**src/rtl/piece_queue_ctrl.sv**
```systemverilog
// Piece sequencer: preview queue, active piece and one hold slot, with
// request/ack handshakes toward the game FSM and display outputs.
module piece_queue_ctrl #(
  parameter int DEPTH = 3
) (
  input  logic               clk,
  input  logic               rst,
  input  logic [2:0]         rand_piece,
  input  logic               spawn_req,
  output logic               spawn_ack,
  input  logic               hold_req,
  output logic               hold_ack,
  output logic               hold_rej,
  output logic [2:0]         active_piece,
  output logic               active_valid,
  output logic [2:0]         hold_piece,
  output logic               hold_valid,
  output logic               hold_used,
  output logic [3*DEPTH-1:0] preview,
  output logic               ready
);

  localparam int CW = (DEPTH > 1) ? $clog2(DEPTH) : 1;

  typedef enum logic [1:0] {
    S_FILL,
    S_IDLE,
    S_SPAWN,
    S_HOLD
  } state_t;

  state_t         r_state;
  state_t         w_state_nxt;
  logic [CW-1:0]  r_fill_cnt;
  logic [2:0]     r_queue [DEPTH];
  logic [2:0]     r_active;
  logic           r_active_valid;
  logic [2:0]     r_hold;
  logic           r_hold_valid;
  logic           r_hold_used;
  logic           r_hold_rej;

  logic [2:0]     w_rand;
  logic           w_fill_last;
  logic           w_do_spawn;
  logic           w_do_hold;
  logic           w_do_rej;
  logic           w_shift;

  // Index 7 is not a piece; fold it onto 0 before it can be stored.
  assign w_rand      = (rand_piece == 3'd7) ? 3'd0 : rand_piece;
  assign w_fill_last = (r_fill_cnt == CW'(DEPTH - 1));

  always_ff @(posedge clk or negedge rst) begin
    if (!rst) begin
      r_state <= S_FILL;
    end else begin
      r_state <= w_state_nxt;
    end
  end

  // NOTE: every signal driven here gets a default first, so no path can
  // leave one unassigned and infer a latch.
  always_comb begin
    w_state_nxt = r_state;
    w_do_spawn  = 1'b0;
    w_do_hold   = 1'b0;
    w_do_rej    = 1'b0;
    unique case (r_state)
      S_FILL: begin
        if (w_fill_last) w_state_nxt = S_IDLE;
      end
      S_IDLE: begin
        if (spawn_req) begin
          w_do_spawn  = 1'b1;
          w_state_nxt = S_SPAWN;
        end else if (hold_req) begin
          if (r_hold_used || !r_active_valid) begin
            w_do_rej = 1'b1;
          end else begin
            w_do_hold   = 1'b1;
            w_state_nxt = S_HOLD;
          end
        end
      end
      S_SPAWN, S_HOLD: w_state_nxt = S_IDLE;
      default:         w_state_nxt = S_FILL;
    endcase
  end

  // A first hold pulls the next piece from the queue exactly like a spawn.
  assign w_shift = w_do_spawn | (w_do_hold & ~r_hold_valid);

  // NOTE: the queue is a handful of flops whose contents are visible on the
  // preview outputs, so it is cleared on reset like any other state register.
  always_ff @(posedge clk or negedge rst) begin
    if (!rst) begin
      r_fill_cnt     <= '0;
      for (int i = 0; i < DEPTH; i++) r_queue[i] <= 3'd0;
      r_active       <= 3'd0;
      r_active_valid <= 1'b0;
      r_hold         <= 3'd0;
      r_hold_valid   <= 1'b0;
      r_hold_used    <= 1'b0;
      r_hold_rej     <= 1'b0;
    end else begin
      // NOTE: non-blocking assignments let the shift and swap below read the
      // pre-edge values of every register, so ordering here does not matter.
      r_hold_rej <= w_do_rej;

      if (r_state == S_FILL) begin
        r_queue[r_fill_cnt] <= w_rand;
        r_fill_cnt          <= w_fill_last ? '0 : r_fill_cnt + CW'(1);
      end

      if (w_shift) begin
        r_active       <= r_queue[0];
        r_active_valid <= 1'b1;
        for (int i = 0; i < DEPTH - 1; i++) r_queue[i] <= r_queue[i+1];
        r_queue[DEPTH-1] <= w_rand;
      end

      if (w_do_hold) begin
        r_hold       <= r_active;
        r_hold_valid <= 1'b1;
        if (r_hold_valid) r_active <= r_hold;
      end

      if (w_do_spawn) begin
        r_hold_used <= 1'b0;
      end else if (w_do_hold) begin
        r_hold_used <= 1'b1;
      end
    end
  end

  always_comb begin
    preview = '0;
    for (int i = 0; i < DEPTH; i++) preview[3*i +: 3] = r_queue[i];
  end

  assign spawn_ack    = (r_state == S_SPAWN);
  assign hold_ack     = (r_state == S_HOLD);
  assign hold_rej     = r_hold_rej;
  assign ready        = (r_state == S_IDLE);
  assign active_piece = r_active;
  assign active_valid = r_active_valid;
  assign hold_piece   = r_hold;
  assign hold_valid   = r_hold_valid;
  assign hold_used    = r_hold_used;

endmodule

```
**config.mk**
```make
export PLATFORM = sky130hd
export DESIGN_NAME = piece_queue_ctrl
export DESIGN_NICKNAME = d
export VERILOG_FILES = /design/src/rtl/piece_queue_ctrl.sv
export SDC_FILE = /design/constraint.sdc
export NUM_CORES = 1
export LEC_CHECK = 0
export CORE_ASPECT_RATIO = 2
export CORE_UTILIZATION = 42
export CTS_BUF_LIST = sky130_fd_sc_hd__clkbuf_16
export DETAILED_ROUTE_END_ITERATION = 16
export GPL_TIMING_DRIVEN = 0
export PLACE_DENSITY = 0.73
export SETUP_SLACK_MARGIN = 0.3
export SYNTH_ARGS = -nofsm -noshare
export SYNTH_HDL_FRONTEND = slang
export SYNTH_SLANG_ARGS = --single-unit
```
**constraint.sdc**
```tcl
create_clock -name clk -period 1.5 [get_ports clk]
set_input_delay 0.3 -clock clk [delete_from_list [all_inputs] [get_ports clk]]
set_output_delay 0.3 -clock clk [all_outputs]
set_load 0.01 [all_outputs]
```
# Word-level counts from Yosys, hierarchy flattened
# Index checks and enable logic that the tools add are counted.
[op_classes] add_sub_neg=1 mul=0 n_div=0 n_lt_le_gt_ge=2 eq_ne=8 n_shift=0 muxes=27 bitwise_logic=4 n_reduce_logical=8
[ops] op="$mux 9" n=2
[ops] op="$mux 3" n=5
[ops] op="$mux 1" n=12
[ops] op="$mux 2" n=5
[ops] op="$bwmux 9" n=1
[ops] op="$demux 3 s2" n=1
[ops] op="$eq 2x2->1 const B" n=3
[ops] op="$ne 3x3->1 const B" n=2
[ops] op="$pmux 2 s3" n=1
[ops] op="$reduce_bool 2->1" n=2
[ops] op="$eq 3x3->1 const B" n=1
[ops] op="$ge 3x3->1 const B" n=1
[ops] op="$lt 3x1->1 const B" n=1
[ops] op="$not 2->3" n=1
[ops] op="$reduce_and 3->1" n=1
[ops] op="$add 2x1->2 const B" n=1
[ops] op="$eq 2x1->1 const B" n=1
[ops] op="$logic_not 2->1" n=1
[ops] op="$ne 2x2->1 const B" n=1
[ops] op="$reduce_or 2->1" n=1
[ops] op="$and 1x1->1" n=1
[ops] op="$logic_and 1x1->1" n=1
[ops] op="$logic_not 1->1" n=1
[ops] op="$logic_or 1x1->1" n=1
[ops] op="2 further kinds" n=2
[totals] regBits=23 latchBits=0 ram_bits=0 romBits=0 inputBits=7 output_inout_bits=22 memories=0

# Depth between registers and ports, before layout
# Gate-level depths: netlist (run 1).
[depth] word_depth=11 ltp_mapped=4 mapped_depth_nobuf=3

# Worst setup path before layout (run 1)
# OpenSTA, ideal clock, no wires.
[synth_timing] kind="flip-flop to flip-flop" from="register r_state[0]" to="register r_queue, in the netlist preview[3]" setup_ps=128 arrival_time_ps=1516 required_time_ps=1372 slack_ps=-144 path_stages_with_launch=5 cell_sequence="dfrtp_1 > buf_2 > nor4b_2 > mux2_2 > mux2_1"
[synth_between] elab_chain_cells=5 elab_cells_between_ends=8 classes_between="eq/ne (1); mux (3); bitwise (2); reduce/logical (2)"
[synth_rtl] element="start: declaration" line="32" rtl="state_t r_state;"
[synth_rtl] element="start signal: assignment" line="58" rtl="r_state <= w_state_nxt;"
[synth_rtl] element="$eq 2x1->1" line="69" rtl="unique case (r_state)"
[synth_rtl] element="$mux 1" line="69"
[synth_rtl] element="$and 1x1->1" line="92" rtl="assign w_shift = w_do_spawn | (w_do_hold & ~r_hold_valid);"
[synth_rtl] element="$or 1x1->1" line="92"
[synth_rtl] element="$mux 9 / $reduce_bool 2->1 (equally long branches)"
[synth_rtl] element="end signal: indexed assignment" line="112" rtl="r_queue[r_fill_cnt] <= w_rand;"
[synth_rtl] element="end signal: indexed assignment" line="120" rtl="r_queue[DEPTH-1] <= w_rand;"
[synth_rtl] element="end: declaration" line="35" rtl="logic [2:0] r_queue [DEPTH];"
# Parallel ways exist; a longest one is shown, timed or not.
# A chain may end at the register's enable or synchronous reset.

# Worst setup path after layout (run 1)
[layout_timing] from="register r_state[1]" to="register r_queue, in the netlist preview[4]"
# Same word-level chain as after synthesis.

==> reports/results.tsv, run 1 <==
stage	metric	value	unit
status	status	complete, but fails checks	
status	failing checks	setup timing	
logic_synthesis	Synth top area share	52.6	%
critical_path	cell mode on critical path	mux2_4	
critical_path	Arr. time, crit path	1750	ps
global_route	initial antenna violation count	0	
critical_path	CP required	1640	ps
timing	Hold Vio Cnt, Final	0	
layout	design area	1690	um2
route	Starting DRT DRC Count	24	
placed_design	post-DP HPWL	1.69	mm
critical_path	CP Buf/Inv Count	2	
pwr	PwrDens	2220	nW/um2
placed_design	placed cell area	1480	um2
cts	total CTS buffers	3	
route	DRT Pass-1 Iters	4	
logic_synthesis	post-synthesis mux area share	16.5	%
logic_synthesis	Async S/R FF share, synth	100	%
logic_synthesis	Synth Area in Compound Gates	13.5	%
critical_path	biggest cell delay along the critical path	370	ps
route	vias per std cell	5.25	
pwr	worst vdd ir	1.18	mV
logic_synthesis	Most used DFF post-synth	dfrtp_1	
cts	hold buffers post-CTS	0	
logic_synthesis	simple-gate share of the synthesized area	11.2	%
timing	Final setup viols	11	
timing	Tmin final	1610	ps
logic_synthesis	Post-synth EDFFs	0	
timing	Worst slew margin	32.3	%
critical_path	Critical Path Start Type	flip-flop	
timing	fin worst setup slack	-108	ps
route	Residual DRC	0	
floorplan	DIE AREA	2830	um2
global_route	global-route wire length before repair	4.08	mm
timing	worst hold slack	306	ps
global_route	grt ovf	0	
route	Final Routed Wirelength	2.58	mm
pwr	leakage power	0.876	nW
route	Avg WL per Cell	15.6	um
placed_design	Placer Congestion	0.673	
layout	Final Net Count	147	
logic_synthesis	average cell area after synthesis	11.8	um2
layout	Antenna diodes	0	
logic_synthesis	Post-Synth Adder-Cell Area	0	%
timing	Final period util	107	%
critical_path	worst-path fanout max	8	
worst_hold_path	worst hold path class	in -> async	
timing	Slew @ Worst Pin	1020	ps
floorplan	I/O pin cnt	29	
floorplan	FP Rows	25	
logic_synthesis	Mapped Area	1090	um2
critical_path	kind of critical path	reg -> reg	
floorplan	Die W	38.1	um
critical_path	crit-path cells	buf_6 > nor4b_4 > buf_4 > mux2_4 > mux2_4	
logic_synthesis	Ys Warns	0	
cts	CTS tree	yes	
placed_design	I/O Buffers	28	
layout	layout cell share with drive strength beyond 1	48.2	%
floorplan	Starting Density	45.5	%
timing	RSZ-0062 raised after global routing	yes	
timing	Layout Skew	2.53	ps
timing	max-slew violations	0	
logic_synthesis	Post-Syn Nets	100	
logic_synthesis	Seq cells post-synth	23	
logic_synthesis	post-synthesis sequential area ratio	52.6	%
timing	f_max	622	MHz
logic_synthesis	Synth Area in XOR/XNOR	0	%
cts	H-tree levels	1	
cts	clock slew at reported path FFs	60	ps
critical_path	top cell family by delay on the critical path	multiplexers	
layout	P&R area growth vs syn	54.4	%
job	Max-Cap Viols	0	
logic_synthesis	area leader, netlist	dfrtp_1	
logic_synthesis	synth top area cells	dfrtp_1, mux2_1, inv_1	
critical_path	slowest stage cell, crit path	dfrtp_1	
logic_synthesis	Gate Count Post-Synth	93	
floorplan	CORE AREA	2410	um2
logic_synthesis	Synth cell types	29	
route	via count	872	
cts	worst skew pair latency	250	ps
floorplan	Die Ht	74.2	um
route	DRT antenna net count	0	
cts	CTS max path bufs	2	
critical_path	Setup crit end kind	flip-flop	
pwr	Overall Power	3.76	mW
logic_synthesis	main combinational cell family by area after synthesis	multiplexers	
cts	Root Driver	clkbuf_16	
global_route	vias in the first global route	937	
global_route	largest net degree at the start of global routing	24	
global_route	GRT Overall Usage	20.4	%
cts	Clock Sinks	23	
==> kinds of logic after synthesis <==
logic type | Yosys count
buf+inv | 16
compound gates | 21
flops | 23
simple gates | 18
mux | 15
==> layout make-up <==
class                   instances  area, um2
well taps                      27       33.8
repair buffers                 42        337
multi-input cells              54        589
inverters                      14       52.6
fillers                       188        718
clock inverters                 1       3.75
plain buffers                   2       22.5
flip-flops and latches         23        577
clock buffers                   3       75.1
==> flip-flops by register name, summed over array words and instances (netlist names) <==
register / flops
hold_piece: 3
r_fill_cnt: 2
active_piece: 3
hold_valid: 1
hold_used: 1
preview: 9
r_state: 2
hold_rej: 1
active_valid: 1
==> per-stage QoR <==
step / setup WS, ps / TNS (ps) / util [%] / instances
after CTS: -136 / -1530 / 68.1 / 163
after floorplan: -73.8 / -591 / - / 93
after global routing: -143 / -1380 / 70.2 / 166
final: -108 / -924 / 70.2 / 166
after detailed placement: -517 / -8870 / 61.4 / 148
after global placement: -483 / -7210 / 61.4 / 148
==> final timing paths <==
kind	from	end	slack (ps)	cells after the start
setup / recovery	r_state[1]$_DFFE_PN0P_	preview[4]$_DFFE_PN0P_	-110	5
hold / removal	rst	r_state[1]$_DFFE_PN0P_	310	1
setup reg to reg	r_state[1]$_DFFE_PN0P_	preview[4]$_DFFE_PN0P_	-110	5
hold reg to reg	active_valid$_DFFE_PN0P_	active_valid$_DFFE_PN0P_	500	2
max in group asynchronous	rst	r_fill_cnt[1]$_DFFE_PN0P_	520	1
min in group clk	hold_req	hold_rej$_DFF_PN0_	330	3
==> layer usage <==
metal	wire [um]	vias up	GRT usage, %
met5	0	-	0
met4	53	0	10.3
met3	75	4	2.99
met2	1520	25	36.3
met1	938	426	22.2
li1	-	417	-
==> placed cells by master (no fill, tap or decap), drive strengths merged, types with 2 or more instances in the layout <==
cell,n
clkbuf,14
inv,15
o21ai,8
clkdlybuf4s50,4
a222oi,3
buf,20
nand2b,2
clkdlybuf4s15,8
or2,2
a21boi,3
dfrtp,23
a21o,3
mux2,15
nand3b,2
nand2,4
==> synth_stat cells, types with 2 or more instances <==
| master | instances |
|---|---|
| o21ai_0 | 5 |
| nand3b_1 | 2 |
| inv_1 | 14 |
| mux2_4 | 3 |
| a21boi_0 | 3 |
| a222oi_1 | 3 |
| nand2b_1 | 2 |
| a21o_1 | 3 |
| nand2_1 | 4 |
| mux2_2 | 4 |
| dfrtp_1 | 23 |
| o21ai_1 | 3 |
| mux2_1 | 8 |
==> where the power goes <==
| part | internal (mW) | switching (mW) | leakage, nW |
|---|---|---|---|
| sequential | 0.891 | 0.204 | 0.276 |
| clock | 0.355 | 0.204 | 0.0423 |
| combinational | 1.21 | 0.888 | 0.558 |
| total | 2.46 | 1.30 | 0.876 |
==> timing repair <==
action                     in CTS  in global routing
setup buffers                  11                  3
cloned                          0                  0
setup endpoints to repair      64                 35
resized for setup              58                 34
pin swaps                       4                  9
No activity file was read; power rests on OpenSTA's default activity.
==> run 2, diff against run 1 <==
SKIP_CTS_REPAIR_TIMING = 1   (was default)
==> reports/results.tsv, run 2 (synthesized netlist as in run 1, its figures left out) <==
stage	metric	value	unit
route	DRT antenna net count	0	
layout	Final Net Count	141	
cts	CTS max path bufs	2	
job	Max-Cap Viols	0	
route	Starting DRT DRC Count	14	
floorplan	Die W	38.1	um
critical_path	Worst R2R End	preview[0]$_DFFE_PN0P_	
critical_path	crit-path cells	buf_6 > nor4_4 > buf_4 > mux2_4 > mux2_4	
floorplan	Die Ht	74.2	um
route	DRT Pass-1 Iters	5	
critical_path	CP required	1630	ps
placed_design	placed cell area	1480	um2
status	status	complete, but fails checks	
floorplan	Starting Density	45.5	%
route	Avg WL per Cell	14.7	um
critical_path	Critical Path Source	r_state[1]$_DFFE_PN0P_	
pwr	Sw Ratio	32.9	%
timing	f_max	614	MHz
critical_path	Arr. time, crit path	1760	ps
placed_design	Placer Congestion	0.673	
pwr	logic gate share of total power	54.5	%
layout	final core utilization	71.5	%
layout	design area	1720	um2
pwr	sequential share of power	30.3	%
route	via count	826	
critical_path	cell mode on critical path	mux2_4	
pwr	sw power	1.20	mW
route	Final Routed Wirelength	2.36	mm
cts	total CTS buffers	3	
pwr	clock group share of total power	15.2	%
pwr	leakage power	1.02	nW
critical_path	critical path endpoint	preview[0]$_DFFE_PN0P_	
critical_path	Reg2Reg Setup Slack	-130	ps
cts	clock slew at reported path FFs	60	ps
floorplan	I/O pin cnt	29	
global_route	initial antenna violation count	0	
pwr	worst vdd ir	1.16	mV
floorplan	CORE AREA	2410	um2
critical_path	kind of critical path	reg -> reg	
route	Residual DRC	0	
layout	most frequent cells in the layout	dfrtp_1, dlymetal6s2s_1, inv_1, mux2_4, buf_4	
route	vias per std cell	5.16	
timing	fin worst setup slack	-128	ps
timing	Slew @ Worst Pin	987	ps
pwr	internal power	2.45	mW
critical_path	Setup crit end kind	flip-flop	
cts	Root Driver	clkbuf_16	
timing	Hold Vio Cnt, Final	0	
floorplan	DIE AREA	2830	um2
global_route	grt ovf	0	
pwr	PwrDens	2120	nW/um2
critical_path	Critical Path Start Type	flip-flop	
layout	Filler Cells Inserted	170	
global_route	GRT Overall Usage	18.4	%
timing	RSZ-0062 raised after global routing	yes	
timing	Tmin final	1630	ps
layout	Largest register FFs	9	
placed_design	I/O Buffers	28	
layout	Antenna diodes	0	
status	failing checks	setup timing	
floorplan	FP Rows	25	
layout	P&R area growth vs syn	57.3	%
timing	Worst slew margin	34.1	%
cts	Clock Sinks	23	
critical_path	biggest cell delay along the critical path	390	ps
timing	Final setup viols	16	
global_route	largest net degree at the start of global routing	24	
timing	max-slew violations	0	
critical_path	Worst R2R Path Depth	5	
global_route	global-route wire length before repair	3.70	mm
cts	worst skew pair latency	250	ps
worst_hold_path	worst hold path class	in -> async	
cts	CTS tree	yes	
timing	Final period util	109	%
critical_path	worst-path fanout max	5	
timing	Layout Skew	2.53	ps
layout	layout cell share with drive strength beyond 1	36.8	%
placed_design	post-DP HPWL	1.69	mm
cts	H-tree levels	1	
global_route	vias in the first global route	855	
critical_path	worst r2r src	r_state[1]$_DFFE_PN0P_	
critical_path	slowest stage cell, crit path	dfrtp_1	
==> run 2: changes by cell type in the layout (fill, tap and decap cells not counted), moves of 3 or more <==
cell,change
buf_6,-3
clkdlybuf4s15_1,-8
buf_4,-5
clkbuf_2,-10
dlymetal6s2s_1,+20
==> run 2: stage by stage <==
step	TNS (ps)	cells	power (mW)	hold WS, ps	worst slack, ps
finish	-1310	160	3.65	204	-128
global route	-2090	160	3.89	307	-189
CTS	-3530	152	3.45	499	-396
detailed placement	-8870	148	2.89	486	-517
global placement	-7210	148	2.83	472	-483
floorplan	-591	93	2.19	4.41	-73.8
==> run 2: power by group through the flow <==
stage,Combinational [mW],Sequential [mW],Clock [mW]
detailed placement,1.77,1.11,0
CTS,1.78,1.11,0.564
global route,2.16,1.15,0.590
global placement,1.74,1.10,0
floorplan,1.01,1.18,0
finish,1.99,1.11,0.555
==> run 2: worst max-delay path: cells and delay by family (launching register included) <==
family	cells	cell delay, ps
buf+inv	2	320
flops	1	390
mux	2	560
simple gates	1	240
==> run 2: routing by layer <==
metal  global-route usage (%)  vias up  share of wire (%)
li1                         -      406                  -
met1                     19.1      399                 38
met2                     34.3       19                 57
met3                     2.69        2                3.3
met4                     8.33        0               0.98
met5                        0        -                  0
==> run 2: worst min-delay path by stage <==
stage / startpoint / slack, ps / to / depth (start not counted)
5_1_grt: rst / 310 / r_state[1]$_DFFE_PN0P_ / 1
4_1_cts: active_valid$_DFFE_PN0P_ / 500 / active_valid$_DFFE_PN0P_ / 2
6_report: rst / 200 / r_state[1]$_DFFE_PN0P_ / 1
3_3_place_gp: active_valid$_DFFE_PN0P_ / 470 / active_valid$_DFFE_PN0P_ / 2
2_1_floorplan: rst / 4 / active_piece[0]$_DFF_PN0_ / 0
3_5_place_dp: active_valid$_DFFE_PN0P_ / 490 / active_valid$_DFFE_PN0P_ / 2
==> run 2: cell type report <==
| cell class | count | area (um2) | area share, % |
|---|---|---|---|
| Sequential cell | 23 | 578 | 33.6 |
| Multi-Input combinational cell | 54 | 571 | 33.1 |
| Timing Repair Buffer | 36 | 385 | 22.4 |
| Clock buffer | 3 | 75.1 | 4.36 |
| Inverter | 14 | 52.6 | 3.05 |
| Tap cell | 27 | 33.8 | 1.96 |
| Buffer | 2 | 22.5 | 1.31 |
| Clock inverter | 1 | 3.75 | 0.218 |
